`config.mk`:
```
export PLATFORM = sky130hd
export DESIGN_NAME = operand_bypass_stage
export DESIGN_NICKNAME = d
export VERILOG_FILES = /design/src/rtl/operand_bypass_stage.sv
export SDC_FILE = /design/constraint.sdc
export NUM_CORES = 1
export LEC_CHECK = 0
export CAP_MARGIN = 20
export CORE_ASPECT_RATIO = 0.8
export CORE_MARGIN = 3
export CORE_UTILIZATION = 52
export DETAILED_ROUTE_END_ITERATION = 12
export MAX_ROUTING_LAYER = met4
export PLACE_DENSITY = 0.95
export SLEW_MARGIN = 20
export SYNTH_ARGS = -nofsm -noshare
export SYNTH_HDL_FRONTEND = slang
export SYNTH_SLANG_ARGS = --single-unit
```
`constraint.sdc`:
```
create_clock -name clock_i -period 3.9 [get_ports clock_i]
set_input_delay 0.39 -clock clock_i [delete_from_list [all_inputs] [get_ports clock_i]]
set_output_delay 0.39 -clock clock_i [all_outputs]
set_load 0.05 [all_outputs]
```
`src/rtl/operand_bypass_stage.sv`:
```
`default_nettype none
// ============================================================================
//  Module      : operand_bypass_stage
//  Description : ID->EX operand stage. Holds the ID/EX operand register and a
//                DEPTH-entry history of in-flight writebacks, resolves source
//                operands by youngest-first forwarding, applies the A/B operand
//                selects, raises a one-cycle load-use stall and counts stalls.
//  Revision    : 1.0  initial release
// ----------------------------------------------------------------------------
//  Ports
//    clock_i, reset_i        clock, synchronous active-high reset
//    flush_i                 kill ID instruction and EX register
//    id_valid_i/id_ready_o   ID handshake (ready drops on load-use hazard)
//    id_rs*_addr/used/data_i source register address, use flag, regfile data
//    id_pc_i, id_imm_i       PC and immediate
//    id_a_sel_i, id_b_sel_i  A: 0=rs1 1=pc   B: 0=rs2 1=imm
//    id_rd_addr_i/we_i       destination register / write enable
//    id_is_load_i            instruction is a load
//    ex_result_i             ALU result of the current EX instruction
//    mem_load_data_i         load data for the load held in history[0]
//    ex_*_o                  EX register contents
//    stall_cnt_o             saturating load-use stall counter
// ============================================================================
module operand_bypass_stage #(
    parameter int XLEN  = 32,
    parameter int RA_W  = 5,
    parameter int DEPTH = 3
) (
    input  logic            clock_i,
    input  logic            reset_i,
    input  logic            flush_i,
    input  logic            id_valid_i,
    output logic            id_ready_o,
    input  logic [RA_W-1:0] id_rs1_addr_i,
    input  logic [RA_W-1:0] id_rs2_addr_i,
    input  logic            id_rs1_used_i,
    input  logic            id_rs2_used_i,
    input  logic [XLEN-1:0] id_rs1_data_i,
    input  logic [XLEN-1:0] id_rs2_data_i,
    input  logic [XLEN-1:0] id_pc_i,
    input  logic [XLEN-1:0] id_imm_i,
    input  logic            id_a_sel_i,
    input  logic            id_b_sel_i,
    input  logic [RA_W-1:0] id_rd_addr_i,
    input  logic            id_rd_we_i,
    input  logic            id_is_load_i,
    input  logic [XLEN-1:0] ex_result_i,
    input  logic [XLEN-1:0] mem_load_data_i,
    output logic            ex_valid_o,
    output logic [XLEN-1:0] ex_op_a_o,
    output logic [XLEN-1:0] ex_op_b_o,
    output logic [XLEN-1:0] ex_store_data_o,
    output logic [RA_W-1:0] ex_rd_addr_o,
    output logic            ex_rd_we_o,
    output logic            ex_is_load_o,
    output logic [31:0]     stall_cnt_o
);

    // ------------------------------------------------------------------
    // EX register
    // ------------------------------------------------------------------
    logic            ex_valid_q,      ex_valid_d;
    logic            ex_rd_we_q,      ex_rd_we_d;
    logic            ex_is_load_q,    ex_is_load_d;
    logic [RA_W-1:0] ex_rd_addr_q,    ex_rd_addr_d;
    logic [XLEN-1:0] ex_op_a_q,       ex_op_a_d;
    logic [XLEN-1:0] ex_op_b_q,       ex_op_b_d;
    logic [XLEN-1:0] ex_store_data_q, ex_store_data_d;

    // ------------------------------------------------------------------
    // Writeback history: entry 0 is the instruction that left EX last cycle
    // ------------------------------------------------------------------
    logic            hist_valid_q [DEPTH];
    logic            hist_we_q    [DEPTH];
    logic            hist_load_q  [DEPTH];
    logic [RA_W-1:0] hist_rd_q    [DEPTH];
    logic [XLEN-1:0] hist_data_q  [DEPTH];
    // Value each entry would forward; a load in entry 0 has its data arriving
    // from memory this cycle rather than in the stored field.
    logic [XLEN-1:0] hist_fwd_data [DEPTH];

    logic [31:0]     stall_cnt_q, stall_cnt_d;

    logic [XLEN-1:0] rs1_fwd, rs2_fwd;
    logic            hazard;

    always_comb begin
        for (int i = 0; i < DEPTH; i++) begin
            hist_fwd_data[i] = hist_data_q[i];
        end
        if (hist_load_q[0]) begin
            hist_fwd_data[0] = mem_load_data_i;
        end
    end

    // Youngest-first forwarding: scan oldest to youngest so a younger match
    // overrides an older one, then force x0 to zero.
    always_comb begin
        rs1_fwd = id_rs1_data_i;
        rs2_fwd = id_rs2_data_i;
        for (int i = DEPTH - 1; i >= 0; i--) begin
            if (hist_valid_q[i] && hist_we_q[i] && (hist_rd_q[i] == id_rs1_addr_i)) begin
                rs1_fwd = hist_fwd_data[i];
            end
            if (hist_valid_q[i] && hist_we_q[i] && (hist_rd_q[i] == id_rs2_addr_i)) begin
                rs2_fwd = hist_fwd_data[i];
            end
        end
        // A load in EX has no data yet; the hazard logic stalls that case.
        if (ex_valid_q && ex_rd_we_q && !ex_is_load_q && (ex_rd_addr_q == id_rs1_addr_i)) begin
            rs1_fwd = ex_result_i;
        end
        if (ex_valid_q && ex_rd_we_q && !ex_is_load_q && (ex_rd_addr_q == id_rs2_addr_i)) begin
            rs2_fwd = ex_result_i;
        end
        if (id_rs1_addr_i == '0) begin
            rs1_fwd = '0;
        end
        if (id_rs2_addr_i == '0) begin
            rs2_fwd = '0;
        end
    end

    always_comb begin
        hazard = id_valid_i && !flush_i && ex_valid_q && ex_is_load_q && ex_rd_we_q
                 && (ex_rd_addr_q != '0)
                 && ((id_rs1_used_i && (id_rs1_addr_i == ex_rd_addr_q))
                  || (id_rs2_used_i && (id_rs2_addr_i == ex_rd_addr_q)));
    end

    assign id_ready_o = !hazard;

    // EX register next state: bubbles clear control bits, operands hold.
    always_comb begin
        ex_valid_d      = 1'b0;
        ex_rd_we_d      = 1'b0;
        ex_is_load_d    = 1'b0;
        ex_rd_addr_d    = ex_rd_addr_q;
        ex_op_a_d       = ex_op_a_q;
        ex_op_b_d       = ex_op_b_q;
        ex_store_data_d = ex_store_data_q;
        if (!flush_i && !hazard && id_valid_i) begin
            ex_valid_d      = 1'b1;
            ex_rd_we_d      = id_rd_we_i;
            ex_is_load_d    = id_is_load_i;
            ex_rd_addr_d    = id_rd_addr_i;
            ex_op_a_d       = id_a_sel_i ? id_pc_i  : rs1_fwd;
            ex_op_b_d       = id_b_sel_i ? id_imm_i : rs2_fwd;
            ex_store_data_d = rs2_fwd;
        end
    end

    always_comb begin
        stall_cnt_d = stall_cnt_q;
        if (hazard && (stall_cnt_q != 32'hFFFF_FFFF)) begin
            stall_cnt_d = stall_cnt_q + 32'd1;
        end
    end

    always_ff @(posedge clock_i) begin
        if (reset_i) begin
            ex_valid_q      <= 1'b0;
            ex_rd_we_q      <= 1'b0;
            ex_is_load_q    <= 1'b0;
            ex_rd_addr_q    <= '0;
            ex_op_a_q       <= '0;
            ex_op_b_q       <= '0;
            ex_store_data_q <= '0;
            stall_cnt_q     <= '0;
        end else begin
            ex_valid_q      <= ex_valid_d;
            ex_rd_we_q      <= ex_rd_we_d;
            ex_is_load_q    <= ex_is_load_d;
            ex_rd_addr_q    <= ex_rd_addr_d;
            ex_op_a_q       <= ex_op_a_d;
            ex_op_b_q       <= ex_op_b_d;
            ex_store_data_q <= ex_store_data_d;
            stall_cnt_q     <= stall_cnt_d;
        end
    end

    // History entry 0 takes the EX register unconditionally; flush does not
    // clear history since older instructions are already committed.
    always_ff @(posedge clock_i) begin
        if (reset_i) begin
            hist_valid_q[0] <= 1'b0;
            hist_we_q[0]    <= 1'b0;
            hist_load_q[0]  <= 1'b0;
            hist_rd_q[0]    <= '0;
            hist_data_q[0]  <= '0;
        end else begin
            hist_valid_q[0] <= ex_valid_q;
            hist_we_q[0]    <= ex_rd_we_q;
            hist_load_q[0]  <= ex_is_load_q;
            hist_rd_q[0]    <= ex_rd_addr_q;
            hist_data_q[0]  <= ex_result_i;
        end
    end

    // Older entries shift down; entry 1 captures the resolved load data.
    for (genvar g = 1; g < DEPTH; g++) begin : g_hist
        always_ff @(posedge clock_i) begin
            if (reset_i) begin
                hist_valid_q[g] <= 1'b0;
                hist_we_q[g]    <= 1'b0;
                hist_load_q[g]  <= 1'b0;
                hist_rd_q[g]    <= '0;
                hist_data_q[g]  <= '0;
            end else begin
                hist_valid_q[g] <= hist_valid_q[g-1];
                hist_we_q[g]    <= hist_we_q[g-1];
                hist_load_q[g]  <= hist_load_q[g-1];
                hist_rd_q[g]    <= hist_rd_q[g-1];
                hist_data_q[g]  <= hist_fwd_data[g-1];
            end
        end
    end

    assign ex_valid_o      = ex_valid_q;
    assign ex_op_a_o       = ex_op_a_q;
    assign ex_op_b_o       = ex_op_b_q;
    assign ex_store_data_o = ex_store_data_q;
    assign ex_rd_addr_o    = ex_rd_addr_q;
    assign ex_rd_we_o      = ex_rd_we_q;
    assign ex_is_load_o    = ex_is_load_q;
    assign stall_cnt_o     = stall_cnt_q;

endmodule
`default_nettype wire

```
==> results.tsv, run 1 <==
metric	value	unit
powerDensity	385	nW/um2
synth-edff-count	0	
cts_buffer_depth	3	
synth_area_leader_cell	dfxtp_1	
tns	0	ns
grt_max_degree	71	
switching_share	26.7	%
grt_usage	38.7	%
core_area	23600	um2
peakVddDrop	302	uV
clockPowerShare	41.6	%
die_w	180	um
grt_pass1_wl	78000	um
port_buffers	353	
vias	13800	
nets	1948	
post_cts_resized	0	
synthArstFlopShare	0	%
avgSynthCellArea	8.57	um2
switchingPower	1.76	mW
grt_overflow	0	
worstHoldPathType	input port to register	
yosys-top-cells-area	dfxtp_1 (40%), nor2b_1 (4.4%), o31ai_1 (3.6%)	
yosys_register_bits	254	
max_stage_delay	0.80	ns
cts_tree	built	
finalCoreUtilization	72.5	%
grt_antenna_before_repair	3	
cts-root-buf	clkbuf_16	
layout-drive-gt1-share	6.35	%
grt_pass1_vias	12700	
io_pins	354	
critPathCaptureType	output pin	
slew_headroom	33.5	%
die_h	145	um
dpl.hpwl	38500	um
cp.required	3.51	ns
slew_viol_final	0	
ys.flop_type	dfxtp_1	
syn2layout_area_growth	36.0	%
synth_warnings	0	
cts_buffers	26	
routed_wirelength	52200	um
ys_seq_area_share	40.3	%
cap_viol_max_count	0	
p_int	4.84	mW
cp_cell_sequence	or4_1, o211a_1, nand2_1, clkdlybuf4s50_1	
place_congestion	1.02	
setup_violations	0	
placed_area	16200	um2
netlist_area	12600	um2
dieArea	26200	um2
clock_latency	0.54	ns
std_cell_rows	50	
fin_crit_sh	82.5	%
cts.hold.buffers_added	0	
finalHoldViolations	0	
critPathArrivalTime	2.83	ns
seqPwrFrac	42.2	%
status	finished clean	
synth_top_area_share	40.3	%
syn_inst	1471	
period_minus_slack	3.22	ns
synth_cell_types	58	
post_cts_buffers	0	
skew	0.0143	ns
firstDrtPassIters	12	
rsz0062_at_grt	false	
clk_pin_slew	0.06	ns
first_iter_violations	2352	
critical_path.max_fanout	9	
routedWlPerCell	25.3	um
antenna_left	0	
cts.sinks	254	
start_util	53.3	%
worstSetupPathType	register to output pin	
synth_nets	1689	
htreeDepth	1	
start_kind	register	
num-fill-cells	1752	
max_freq	311	MHz
tightest_slew	0.998	ns
route.detailed.drc	0	
p_leak	5.99	nW
ff2ff_path_depth	7	
cp_slowest_cell	clkdlybuf4s50_1	
power_frac_comb	16.1	%
fin_area	17100	um2
holdPathStages	2	
via_per_inst	6.69	
-- area by class of cell --
cell class / count / area, um2 / share of cell area [%]
inverters: 11 / 41.3 / 0.241
clock inverters: 10 / 184 / 1.07
multi-input cells: 1053 / 6880 / 40.1
flip-flops and latches: 254 / 5090 / 29.7
diodes: 3 / 7.51 / 0.0438
well taps: 312 / 390 / 2.28
repair buffers: 384 / 3800 / 22.2
clock buffers: 36 / 759 / 4.43
-- path summary, 6_finish.rpt --
check / startpoint / endpoint / slack (ns)
setup / recovery: ex_rd_addr_o[0]$_SDFFE_PP0P_ / id_ready_o / 0.68
hold / removal: reset_i / hist_data_q[2][12]$_SDFF_PP0_ / 0.32
setup reg to reg: ex_rd_we_o$_SDFF_PP0_ / ex_store_data_o[16]$_SDFFE_PP0P_ / 0.85
hold reg to reg: hist_we_q[0]$_SDFF_PP0_ / hist_we_q[1]$_SDFF_PP0_ / 0.47
-- logic make-up after synthesis --
kind of cell | count (synthesis) | share of synthesized area (%)
flip-flops | 254 | 40.3
AND/OR/NAND/NOR | 515 | 21.4
adder cells (fa/ha/maj) | 1 | 0.0992
buffers and inverters | 164 | 5.53
XOR/XNOR | 50 | 3.47
multiplexers | 40 | 3.17
AO/OA/AOI/OAI | 447 | 26.0
-- flip-flops by register name, summed over array words and instances, names as in the netlist --
| signal | cells |
|---|---|
| hist_we_q | 3 |
| ex_is_load_o | 1 |
| hist_valid_q | 3 |
| ex_op_b_o | 32 |
| ex_op_a_o | 32 |
| ex_rd_we_o | 1 |
| ex_valid_o | 1 |
| ex_rd_addr_o | 5 |
| hist_load_q | 1 |
| stall_cnt_o | 32 |
| ex_store_data_o | 32 |
| hist_data_q | 96 |
| hist_rd_q | 15 |
-- cell usage after synthesis, types with 5 or more instances --
| cell type | number |
|---|---|
| nand3_1 | 76 |
| a31oi_1 | 49 |
| a211oi_1 | 28 |
| o31ai_1 | 61 |
| nand2_1 | 70 |
| o21ai_0 | 65 |
| a221oi_1 | 23 |
| o31a_1 | 22 |
| clkbuf_1 | 108 |
| or4_1 | 7 |
| mux2i_1 | 40 |
| a22oi_1 | 5 |
| buf_1 | 8 |
| nor2b_1 | 89 |
| or3_1 | 36 |
| a21oi_1 | 30 |
| o221a_2 | 18 |
| nand4_1 | 50 |
| and3_1 | 14 |
| a22o_1 | 28 |
| inv_1 | 11 |
| o211ai_1 | 10 |
| a21boi_0 | 30 |
| xnor2_1 | 15 |
| o21ai_1 | 12 |
| dfxtp_1 | 254 |
| buf_2 | 29 |
| a2111oi_0 | 10 |
| xor2_1 | 35 |
| a2bb2oi_1 | 10 |
| o221ai_1 | 32 |
| nor3_1 | 47 |
| nor2_1 | 95 |
| and2_1 | 8 |
-- per-layer routing --
metal / track usage, % / vias up / part of all wire (%)
li1: - / 6041 / -
met1: 53.2 / 6432 / 40
met2: 54.2 / 1171 / 41
met3: 14.5 / 155 / 16
met4: 8.71 / 0 / 3.0
met5: - / - / 0
-- metrics by stage --
stage	hold slack (ns)	worst slack (ns)	total power, mW	instances
floorplan	0.438	1.39	3.37	1471
global placement	0.457	0.580	3.86	2014
detailed placement	0.454	0.455	3.88	2014
CTS	0.283	0.687	6.58	2060
global route	0.309	0.604	6.76	2063
finish	0.319	0.683	6.61	2063
-- critical path, delay by kind of cell, from the launching register on --
| kind | cells | cell delay, ns |
|---|---|---|
| buffers and inverters | 1 | 0.80 |
| AOI/OAI and AO/OA | 1 | 0.40 |
| and+or+nand+nor | 2 | 0.71 |
| DFF | 1 | 0.39 |
-- placed cells by master, fill, tap and decap left out, drive strengths merged, types with 5 or more instances in the layout --
cell type / count
a31oi: 49
nor3: 50
a21boi: 31
mux2i: 40
dfxtp: 254
nor2: 95
o211ai: 10
xnor2: 15
clkbuf: 36
or4: 8
a22o: 28
a221oi: 23
a21oi: 30
o221a: 18
inv: 11
and2: 9
nor2b: 89
a2111oi: 10
o31ai: 61
a211oi: 29
o31a: 22
buf: 32
o21ai: 77
nand3: 76
clkdlybuf4s50: 352
nand4: 50
and3: 14
or3: 36
o221ai: 32
bufinv: 5
a2bb2oi: 10
xor2: 35
nand2: 71
a22oi: 5
-- power groups by stage --
stage,logic (mW),registers [mW],clock network (mW)
2_1_floorplan,0.349,3.02,0
3_3_place_gp,1.03,2.84,0
3_5_place_dp,1.04,2.84,0
4_1_cts,1.04,2.78,2.75
5_1_grt,1.11,2.80,2.86
6_report,1.06,2.79,2.75
(Power assumes the default switching activity.)
==> run 2, diff against run 1 <==
--- a/config.mk
+++ b/config.mk
@@ -8,10 +8,10 @@
 export CAP_MARGIN = 20
 export CORE_ASPECT_RATIO = 0.8
 export CORE_MARGIN = 3
-export CORE_UTILIZATION = 52
+export CORE_UTILIZATION = 44
 export DETAILED_ROUTE_END_ITERATION = 12
 export MAX_ROUTING_LAYER = met4
-export PLACE_DENSITY = 0.95
+export PLACE_DENSITY = 0.87
 export SLEW_MARGIN = 20
 export SYNTH_ARGS = -nofsm -noshare
 export SYNTH_HDL_FRONTEND = slang
==> constraint.sdc (replaced) <==
create_clock -name clock_i -period 2.8 [get_ports clock_i]
set_input_delay 0.28 -clock clock_i [delete_from_list [all_inputs] [get_ports clock_i]]
set_output_delay 0.28 -clock clock_i [all_outputs]
set_load 0.05 [all_outputs]
==> run 2 against run 1 <==
  * Register-to-register slack got worse by 0.70 ns
  * Final cell count rose by 6.4%
  * Sequential power rose by 39%
  * Total power is 43% higher
  * Die area is 17% higher
  * Critical path type unchanged
  * Largest power group is now the clock network
==> results.tsv, run 2 (synthesis results as in run 1) <==
metric	value	unit	change
status	finished clean		
grt_usage	35.4	%	-3.3 points
cts.hold.buffers_added	0		unchanged
via_per_inst	6.28		-6.2%
worstHoldPathType	input port to register		
tightest_slew	0.745	ns	-0.253 ns
routed_wirelength	55800	um	+6.9%
cts.sinks	254		unchanged
skew	0.0228	ns	+0.00849 ns
grtUsageMet3	9.39	%	-5.1 points
setup_violations	0		unchanged
route.detailed.drc	0		unchanged
layout-drive-gt1-share	10.5	%	+4.2 points
period_minus_slack	2.70	ns	
finalCoreUtilization	65.0	%	-7.5 points
cp.required	2.52	ns	-0.99 ns
die_w	195	um	+8.4%
worstSetupPathType	register to output pin		
cts_buffers	28		+7.7%
grt_max_degree	66		-7.0%
cp_cell_sequence	xor2_1, nor3b_1, a32o_2, buf_4, buf_4, nand2_1, buf_4		
mostFrequentLayoutCells	clkdlybuf4s50_1 (351), dfxtp_1 (253), nor2_1 (94)		
post_cts_buffers	0		unchanged
die_h	157	um	+8.4%
powerDensity	523	nW/um2	+36%
first_iter_violations	1934		-18%
dieArea	30700	um2	+17%
rsz0062_at_grt	false		
cts_tree	built		
tns	0	ns	unchanged
grt-busiest-layer	met1		
regMostFlops	hist_data_q		
nets	2022		+3.8%
cp_slowest_cell	dfxtp_1		
critical_path.max_fanout	10		+1
slew_headroom	50.2	%	+17 points
grt_pass1_vias	12800		+0.60%
cap_viol_max_count	0		unchanged
max_freq	370	MHz	
met2_usage	47.6	%	-6.6 points
grt_overflow	0		unchanged
dpl.hpwl	42500	um	+10%
fin_crit_sh	96.4	%	
syn2layout_area_growth	43.2	%	
clk_pin_slew	0.06	ns	about the same
io_pins	354		unchanged
finalHoldViolations	0		unchanged
grt_pass1_wl	81800	um	+4.9%
peakVddDrop	486	uV	+61%
core_area	27800	um2	+17%
critPathCaptureType	output pin		
total_power	9.45	mW	+43%
port_buffers	353		unchanged
start_util	45.4	%	-7.9 points
ff2ff_path_depth	9		+2
p_leak	6.46	nW	+7.8%
use_met1	52.4	%	-0.85 points
vias	13800		-0.18%
holdPathStages	2		unchanged
critPathArrivalTime	2.42	ns	-0.41 ns
mostFrequentLayoutCell	clkdlybuf4s50_1		
firstDrtPassIters	5		-7
antenna_left	0		unchanged
routedWlPerCell	25.4	um	+0.44%
place_congestion	0.971		-5.0%
cts-root-buf	clkbuf_16		
max_stage_delay	0.53	ns	-0.27 ns
slew_viol_final	0		unchanged
clock_latency	0.55	ns	about the same
std_cell_rows	54		+8.0%
largest_reg_flops	96		unchanged
htreeDepth	1		unchanged
cts_buffer_depth	3		unchanged
grt_antenna_before_repair	4		+1
start_kind	register		
post_cts_resized	0		unchanged
cpMostUsedCell	buf_4		
[run 2: cell count changes in the layout (fill, tap and decap cells not counted), moves of 3 or more]
cell and change:
buf_12 +20, buf_4 +53, clkbuf_1 -3, clkinv_2 +7
[run 2: power breakdown]
group	switching, mW	leakage [nW]	total [mW]	internal (mW)
clock network	1.58	0.496	4.01	2.43
registers	0.120	2.08	3.88	3.76
logic	0.870	3.89	1.55	0.683
[run 2: routing by layer]
| layer | up-vias | share of wire [%] |
|---|---|---|
| li1 | 6195 | - |
| met1 | 6573 | 44 |
| met2 | 926 | 40 |
| met3 | 80 | 13 |
| met4 | 0 | 2.0 |
| met5 | - | 0 |
[run 2: critical path, delay by kind of cell, from the launching register on]
kind / cells / cell delay (ns)
flops: 1 / 0.53
compound gates: 1 / 0.28
buf+inv: 3 / 0.54
simple gates: 2 / 0.18
xor+xnor: 1 / 0.34
[run 2: per-stage QoR]
step	instance area (um2)	hold WS, ns	std cells	setup slack [ns]
after CTS	18000	0.0917	2190	0.133
after floorplan	12600	0.408	1471	0.286
after global placement	17000	0.452	2138	-0.120
after detailed placement	17000	0.454	2138	-0.103
after global routing	18100	0.103	2194	0.0583
final	18100	0.108	2195	0.101
[run 2: layout make-up]
class | count | area [um2]
fill | 2286 | 9710
multi-input combinational | 1053 | 6870
sequential | 254 | 5090
timing repair buffer | 456 | 4590
clock buffer | 33 | 771
tap | 364 | 455
clock inverter | 19 | 235
inverter | 11 | 41.3
antenna | 5 | 12.5
[run 2: worst paths after layout]
check                                         from                               end  slack [ns]
setup reg to reg      ex_rd_addr_o[3]$_SDFFE_PP0P_        ex_op_a_o[15]$_SDFFE_PP0P_        0.15
hold reg to reg   ex_store_data_o[18]$_SDFFE_PP0P_  ex_store_data_o[18]$_SDFFE_PP0P_        0.47
hold / removal                             reset_i           hist_we_q[2]$_SDFF_PP0_        0.11
setup / recovery      ex_rd_addr_o[3]$_SDFFE_PP0P_                        id_ready_o        0.10
